$ cat src/rtl/rs_degree_pkg.sv
// Shared node record and width helpers for the RS polynomial degree pipeline.
// Optional macro RS_DEGREE_LEAD_EN adds the leading-coefficient field to every node.
package rs_degree_pkg;

    localparam int MAX_NUM_COEF = 64;
    localparam int MAX_DEG_W    = 6;
    localparam int MAX_SYM_W    = 32;

    function automatic int deg_width(input int num_coef);
        return $clog2(num_coef);
    endfunction

    // The merge tree is a full binary tree, so the leaf row is padded to a power of two
    function automatic int pad_width(input int num_coef);
        return 1 << deg_width(num_coef);
    endfunction

    typedef struct packed {
        logic                 nz;
        logic [MAX_DEG_W-1:0] idx;
`ifdef RS_DEGREE_LEAD_EN
        logic [MAX_SYM_W-1:0] lead;
`endif
    } node_t;

endpackage

$ cat src/rtl/rs_degree_merge.sv
// Combinational merge of two degree-tree nodes; the higher-index nonzero node wins.
// Node contents depend on RS_DEGREE_LEAD_EN through rs_degree_pkg::node_t.
module rs_degree_merge
    import rs_degree_pkg::*;
(
    input  node_t lo,
    input  node_t hi,
    output node_t merged
);

    always_comb begin
        merged    = hi.nz ? hi : lo;
        merged.nz = lo.nz | hi.nz;
    end

endmodule

$ cat src/rtl/rs_degree_pipe.sv
// Pipelined degree evaluator: stage 0 registers the vector, then one registered merge level per index bit.
// Define RS_DEGREE_LEAD_EN to also return the leading coefficient on out_lead.
module rs_degree_pipe
    import rs_degree_pkg::*;
#(
    parameter  int NUM_COEF = 9,
    parameter  int SYM_W    = 8,
    parameter  int TAG_W    = 4,
    localparam int DEG_W    = deg_width(NUM_COEF)
) (
    input  logic                      clk,
    input  logic                      reset,
    input  logic                      in_valid,
    output logic                      in_ready,
    input  logic [NUM_COEF*SYM_W-1:0] in_coef,
    input  logic [TAG_W-1:0]          in_tag,
    output logic                      out_valid,
    input  logic                      out_ready,
    output logic [DEG_W-1:0]          out_degree,
    output logic                      out_zero,
`ifdef RS_DEGREE_LEAD_EN
    output logic [SYM_W-1:0]          out_lead,
`endif
    output logic [TAG_W-1:0]          out_tag
);

    localparam int P     = pad_width(NUM_COEF);
    localparam int NODES = P - 1;

    if (NUM_COEF < 2 || NUM_COEF > MAX_NUM_COEF) begin : g_bad_num_coef
        $error("rs_degree_pipe: NUM_COEF must lie in 2..64");
    end
    if (SYM_W < 1 || SYM_W > MAX_SYM_W) begin : g_bad_sym_w
        $error("rs_degree_pipe: SYM_W must lie in 1..32");
    end
    if (TAG_W < 1) begin : g_bad_tag_w
        $error("rs_degree_pipe: TAG_W must be at least 1");
    end

    function automatic node_t make_leaf(input logic [SYM_W-1:0] c, input int i);
        node_t n;
        n     = '0;
        n.nz  = |c;
        n.idx = MAX_DEG_W'(i);
`ifdef RS_DEGREE_LEAD_EN
        n.lead = MAX_SYM_W'(c);
`endif
        return n;
    endfunction

    logic                      stall;
    logic [DEG_W:0]            vld_q;
    logic [TAG_W-1:0]          tag_q  [0:DEG_W];
    logic [NUM_COEF*SYM_W-1:0] coef_q;
    node_t                     node_q [0:NODES-1];
    node_t                     node_d [0:NODES-1];
    node_t                     tree   [0:2*P-2];
    node_t                     root;

    // Heap layout: entries below NODES are registered merge results, the rest are leaves from stage 0
    for (genvar h = 0; h < 2*P-1; h++) begin : g_tree
        if (h < NODES) begin : g_reg
            assign tree[h] = node_q[h];
        end else if (h - NODES < NUM_COEF) begin : g_leaf
            assign tree[h] = make_leaf(coef_q[(h-NODES)*SYM_W +: SYM_W], h - NODES);
        end else begin : g_pad
            assign tree[h] = '0;
        end
    end

    for (genvar n = 0; n < NODES; n++) begin : g_merge
        rs_degree_merge u_merge (
            .lo     (tree[2*n+1]),
            .hi     (tree[2*n+2]),
            .merged (node_d[n])
        );
    end

    assign stall    = vld_q[DEG_W] && !out_ready;
    assign in_ready = !stall;

    // Whole pipeline advances together or freezes together; reset beats stall
    always_ff @(posedge clk) begin
        if (reset) begin
            vld_q  <= '0;
            coef_q <= '0;
            for (int l = 0; l <= DEG_W; l++) tag_q[l] <= '0;
            for (int n = 0; n < NODES; n++) node_q[n] <= '0;
        end else if (!stall) begin
            vld_q    <= {vld_q[DEG_W-1:0], in_valid};
            coef_q   <= in_coef;
            tag_q[0] <= in_tag;
            for (int l = 1; l <= DEG_W; l++) tag_q[l] <= tag_q[l-1];
            for (int n = 0; n < NODES; n++) node_q[n] <= node_d[n];
        end
    end

    assign root       = node_q[0];
    assign out_valid  = vld_q[DEG_W];
    assign out_zero   = !root.nz;
    assign out_degree = root.nz ? root.idx[DEG_W-1:0] : '0;
    assign out_tag    = tag_q[DEG_W];
`ifdef RS_DEGREE_LEAD_EN
    assign out_lead   = root.nz ? root.lead[SYM_W-1:0] : '0;
`endif

endmodule

$ cat config.mk
export PLATFORM = sky130hd
export DESIGN_NAME = rs_degree_pipe
export DESIGN_NICKNAME = d
export VERILOG_FILES = /design/src/rtl/rs_degree_pkg.sv /design/src/rtl/rs_degree_merge.sv /design/src/rtl/rs_degree_pipe.sv
export SDC_FILE = /design/constraint.sdc
export NUM_CORES = 1
export LEC_CHECK = 0
export ABC_AREA = 1
export BUFFER_PORTS_ARGS = -buffer_cell sky130_fd_sc_hd__buf_4
export CAP_MARGIN = 25
export CORE_MARGIN = 1
export CORE_UTILIZATION = 40
export DETAILED_ROUTE_END_ITERATION = 6
export GPL_TIMING_DRIVEN = 0
export SLEW_MARGIN = 20
export SYNTH_ARGS = -nofsm -noshare
export SYNTH_HDL_FRONTEND = slang
export SYNTH_SLANG_ARGS = --single-unit
$ cat constraint.sdc
create_clock -name clk -period 1.6 [get_ports clk]
set_input_delay 0.16 -clock clk [delete_from_list [all_inputs] [get_ports clk]]
set_output_delay 0.16 -clock clk [all_outputs]
set_load 0.05 [all_outputs]
==> flow_metrics.tcl <==
set metrics [dict create \
    maximum_number_of_pins_on_one_net_before_global_route_repair 61 \
    post-route-util_pct 59.3 \
    placementRows 40 \
    postLayoutCellArea_um2 7160 \
    fin_total_pwr_mw 7.94 \
    largest_family_of_logic_cells_by_synthesized_area "simple AND/OR/NAND/NOR gates" \
    wire_length_of_the_first_global_routing_pass_mm 17.8 \
    cts.sinks 129 \
    ys_warnings 0 \
    final_slew_violations 0 \
    synthesis.nets 640 \
    unrepaired_setup_endpoints_after_global_routing "no" \
    fmax_ghz 0.723 \
    switching_share_pct 21.5 \
    final_antenna_net_count 0 \
    port-buffer-count 90 \
    synth_compound_area_share_pct 2.72 \
    final_layout_size_suffix_gt1_share_pct 21.0 \
    tritoncts "built" \
    clk_pin_slew_ps 50 \
    fillCellCount 1021 \
    setup_tns_ps 0 \
    synthesis.area_um2 4960 \
    post_synth_and_or_nand_nor_area_fraction_pct 26.6 \
    floorplan.die_area_um2 12900 \
    maxCapViolations 0 \
    worst-endpoint-arrival_ps 1430 \
    crit_family "buffers and inverters" \
    hpwl_mm 6.62 \
    die_span_x_um 113 \
    antenna_violations_before_repair 0 \
    class_of_the_most_critical_setup_path "in2reg" \
    p_leak_nw 3.41 \
    global_placer_s_final_weighted_congestion 0.738 \
    required_ps 1650 \
    share_of_synthesized_area_spent_on_multiplexers_pct 0 \
    power_density_nw_per_um2 1110 \
    finalSetupViolCount 0 \
    post_dp_cell_area_um2 5860 \
    layout-area-overhead-vs-synth_pct 44.1 \
    num_io_pins 91 \
    power.share.clock_pct 45.0 \
    critical_path_buf_inv_count 4 \
    worstSkewPairLatency_ps 400 \
    htree_num_levels 4 \
    slew_headroom_pct 72.3 \
    layoutNonFillerInstCount 924 \
    post_cts_sizing_count 0 \
    timing_hold_violations_final 0 \
    drtPass1Iterations 4 \
    critical_path_peak_fanout 60 \
    period_minus_ws_final_ps 1380 \
    synth_sequential_area_ratio_pct 62.3 \
    finalWorstSetupSlack_ps 216 \
    p_int_mw 6.24 \
    core_um2 12100 \
    post_synth_inst_count 560 \
    postSynthAreaPerCell_um2 8.87 \
    cp-end-kind "register" \
    final.setup_skew_ps 5.07 \
    globalRouteOverflowTotal 0 \
    root_buffer "clkbuf_16" \
    worstRegToRegCells 4 \
    min_delay_path_depth 4 \
    cts_made_buffers 17 \
    design.final.nets 823 \
    switching_power_mw 1.71 \
    cp_slowest_stage_delay_ps 520 \
    worstHoldPathType "in2reg" \
    status "completed" \
    largest_voltage_drop_on_the_vdd_net_mv 0.633 \
    timing.final.crit_share_pct 86.5 \
    numPlacedInstances 818 \
    pre_cts_ws_ps 239 \
    grt_pass1_vias 4044 \
    ys_ff_latch 129 \
    wl_per_instance_um 11.5 \
    finalHoldWorstSlack_ps 56.7 \
    synthXorXnorAreaFrac_pct 0 \
    chipHeight_um 113 \
    dr.first_iter.drc_count 171 \
    initial_utilization_pct 41.2 \
    route.detailed.vias_per_inst 4.43 \
    share_of_synthesized_cell_area_in_full_adder_half_adder_and_majority_cells_pct 0 \
    num_antenna_cells 0 \
    seq_power_share_pct 46.3 \
    critPathLaunchType "input pin" \
    vias 4091 \
    clockBufferDepth 2 \
    transition_time_at_the_pin_with_the_least_slew_margin_ps 415 \
    finalWirelength_mm 10.7 \
    worst_path_cell_chain "dlygate4sd3_1 > buf_4 > inv_2 > nand2_1 > buf_8" \
    detail_route.drc_violations 0 \
    power_frac_comb_pct 8.7 \
    track_usage_pct 17.8 \
    critical_path.slowest_cell "dlygate4sd3_1" \
    post_synthesis_cell_type_count 19 \
    critical_path_depth 5 \
]
layout by cell type, fill, tap and decap left out, types with 5 or more instances in the layout:
cell type / synthesis / layout
buf_2: 14 / 13
nor2_1: 73 / 73
o21ai_0: 5 / 5
buf_6: 6 / 6
a21oi_1: 6 / 6
edfxtp_1: 51 / 51
clkinv_2: 0 / 6
dfxtp_1: 78 / 77
nand3_1: 67 / 67
o21ai_1: 7 / 7
dlygate4sd3_1: 0 / 74
nand2_1: 181 / 181
inv_1: 47 / 47
clkbuf_16: 0 / 17
buf_4: 11 / 101
repair_timing:
item / CTS / global route
endpoints found under the setup margin: 0 / 0
setup buffers: 0 / 0
hold endpoints to repair: 74 / 0
hold buffers: 74 / 0
routing by layer:
layer  vias up  wire length [um]  GRT usage (%)
met1      1861              4600           20.1
li1       2133                 -              -
met3        20               271           4.46
met2        77              5590           32.2
met4         0               192           6.84
met5         -                 0              0
worst reg2reg max path, stage by stage (launching register included):
cell	delay, ps
dfxtp_2	330
nand2_4	100
inv_2	70
nand2_1	110
buf_8	370
cells by family (layout without fill, tap and decap cells):
kind of cell	after synthesis	in the layout
flip-flops	129	129
AO/OA/AOI/OAI	24	24
AND/OR/NAND/NOR	325	325
buffers and inverters	82	278
final timing paths:
check,from,end,slack [ps]
setup reg to reg,vld_q[4],node_q[0][1],250
setup / recovery,reset,node_q[0][1],220
hold reg to reg,vld_q[3],vld_q[4],460
hold / removal,out_ready,vld_q[4],60
layout make-up:
class	instances	area [um2]	share of cell area [%]
clock inverters	13	120	1.68
inverters	51	194	2.71
multi-input cells	349	1460	20.4
clock buffers	19	433	6.05
well taps	168	210	2.94
flip-flops and latches	129	3090	43.2
plain buffers	31	230	3.22
repair buffers	164	1420	19.8
cells in the mapped netlist:
master    instances  share of area (%)
o21ai_2           3               0.53
inv_1            47                3.6
nor2_1           73                5.5
nand3_1          67                6.8
buf_2            14                1.4
inv_4             1               0.13
buf_6             6                1.4
nand2_1         181                 14
nand2_4           2               0.45
buf_4            11                1.7
inv_2             3               0.23
nor3_1            1               0.10
a21oi_1           6               0.60
o21ai_0           5               0.50
o22ai_1           3               0.38
dfxtp_1          78                 31
nand4_1           1               0.13
edfxtp_1         51                 31
o21ai_1           7               0.71
power by group through the flow:
stage	combinational (mW)	sequential (mW)	clock, mW
floorplan	0.304	3.73	0
CTS	0.688	3.68	3.63
global route	0.770	3.70	3.79
global placement	0.532	3.74	0
finish	0.691	3.68	3.57
detailed placement	0.543	3.75	0
flip-flops by register name, summed over array words and instances, names as in the netlist:
signal	count
tag_q	20
coef_q	72
node_q	32
vld_q	5
No activity file was read; power rests on OpenSTA's default activity.
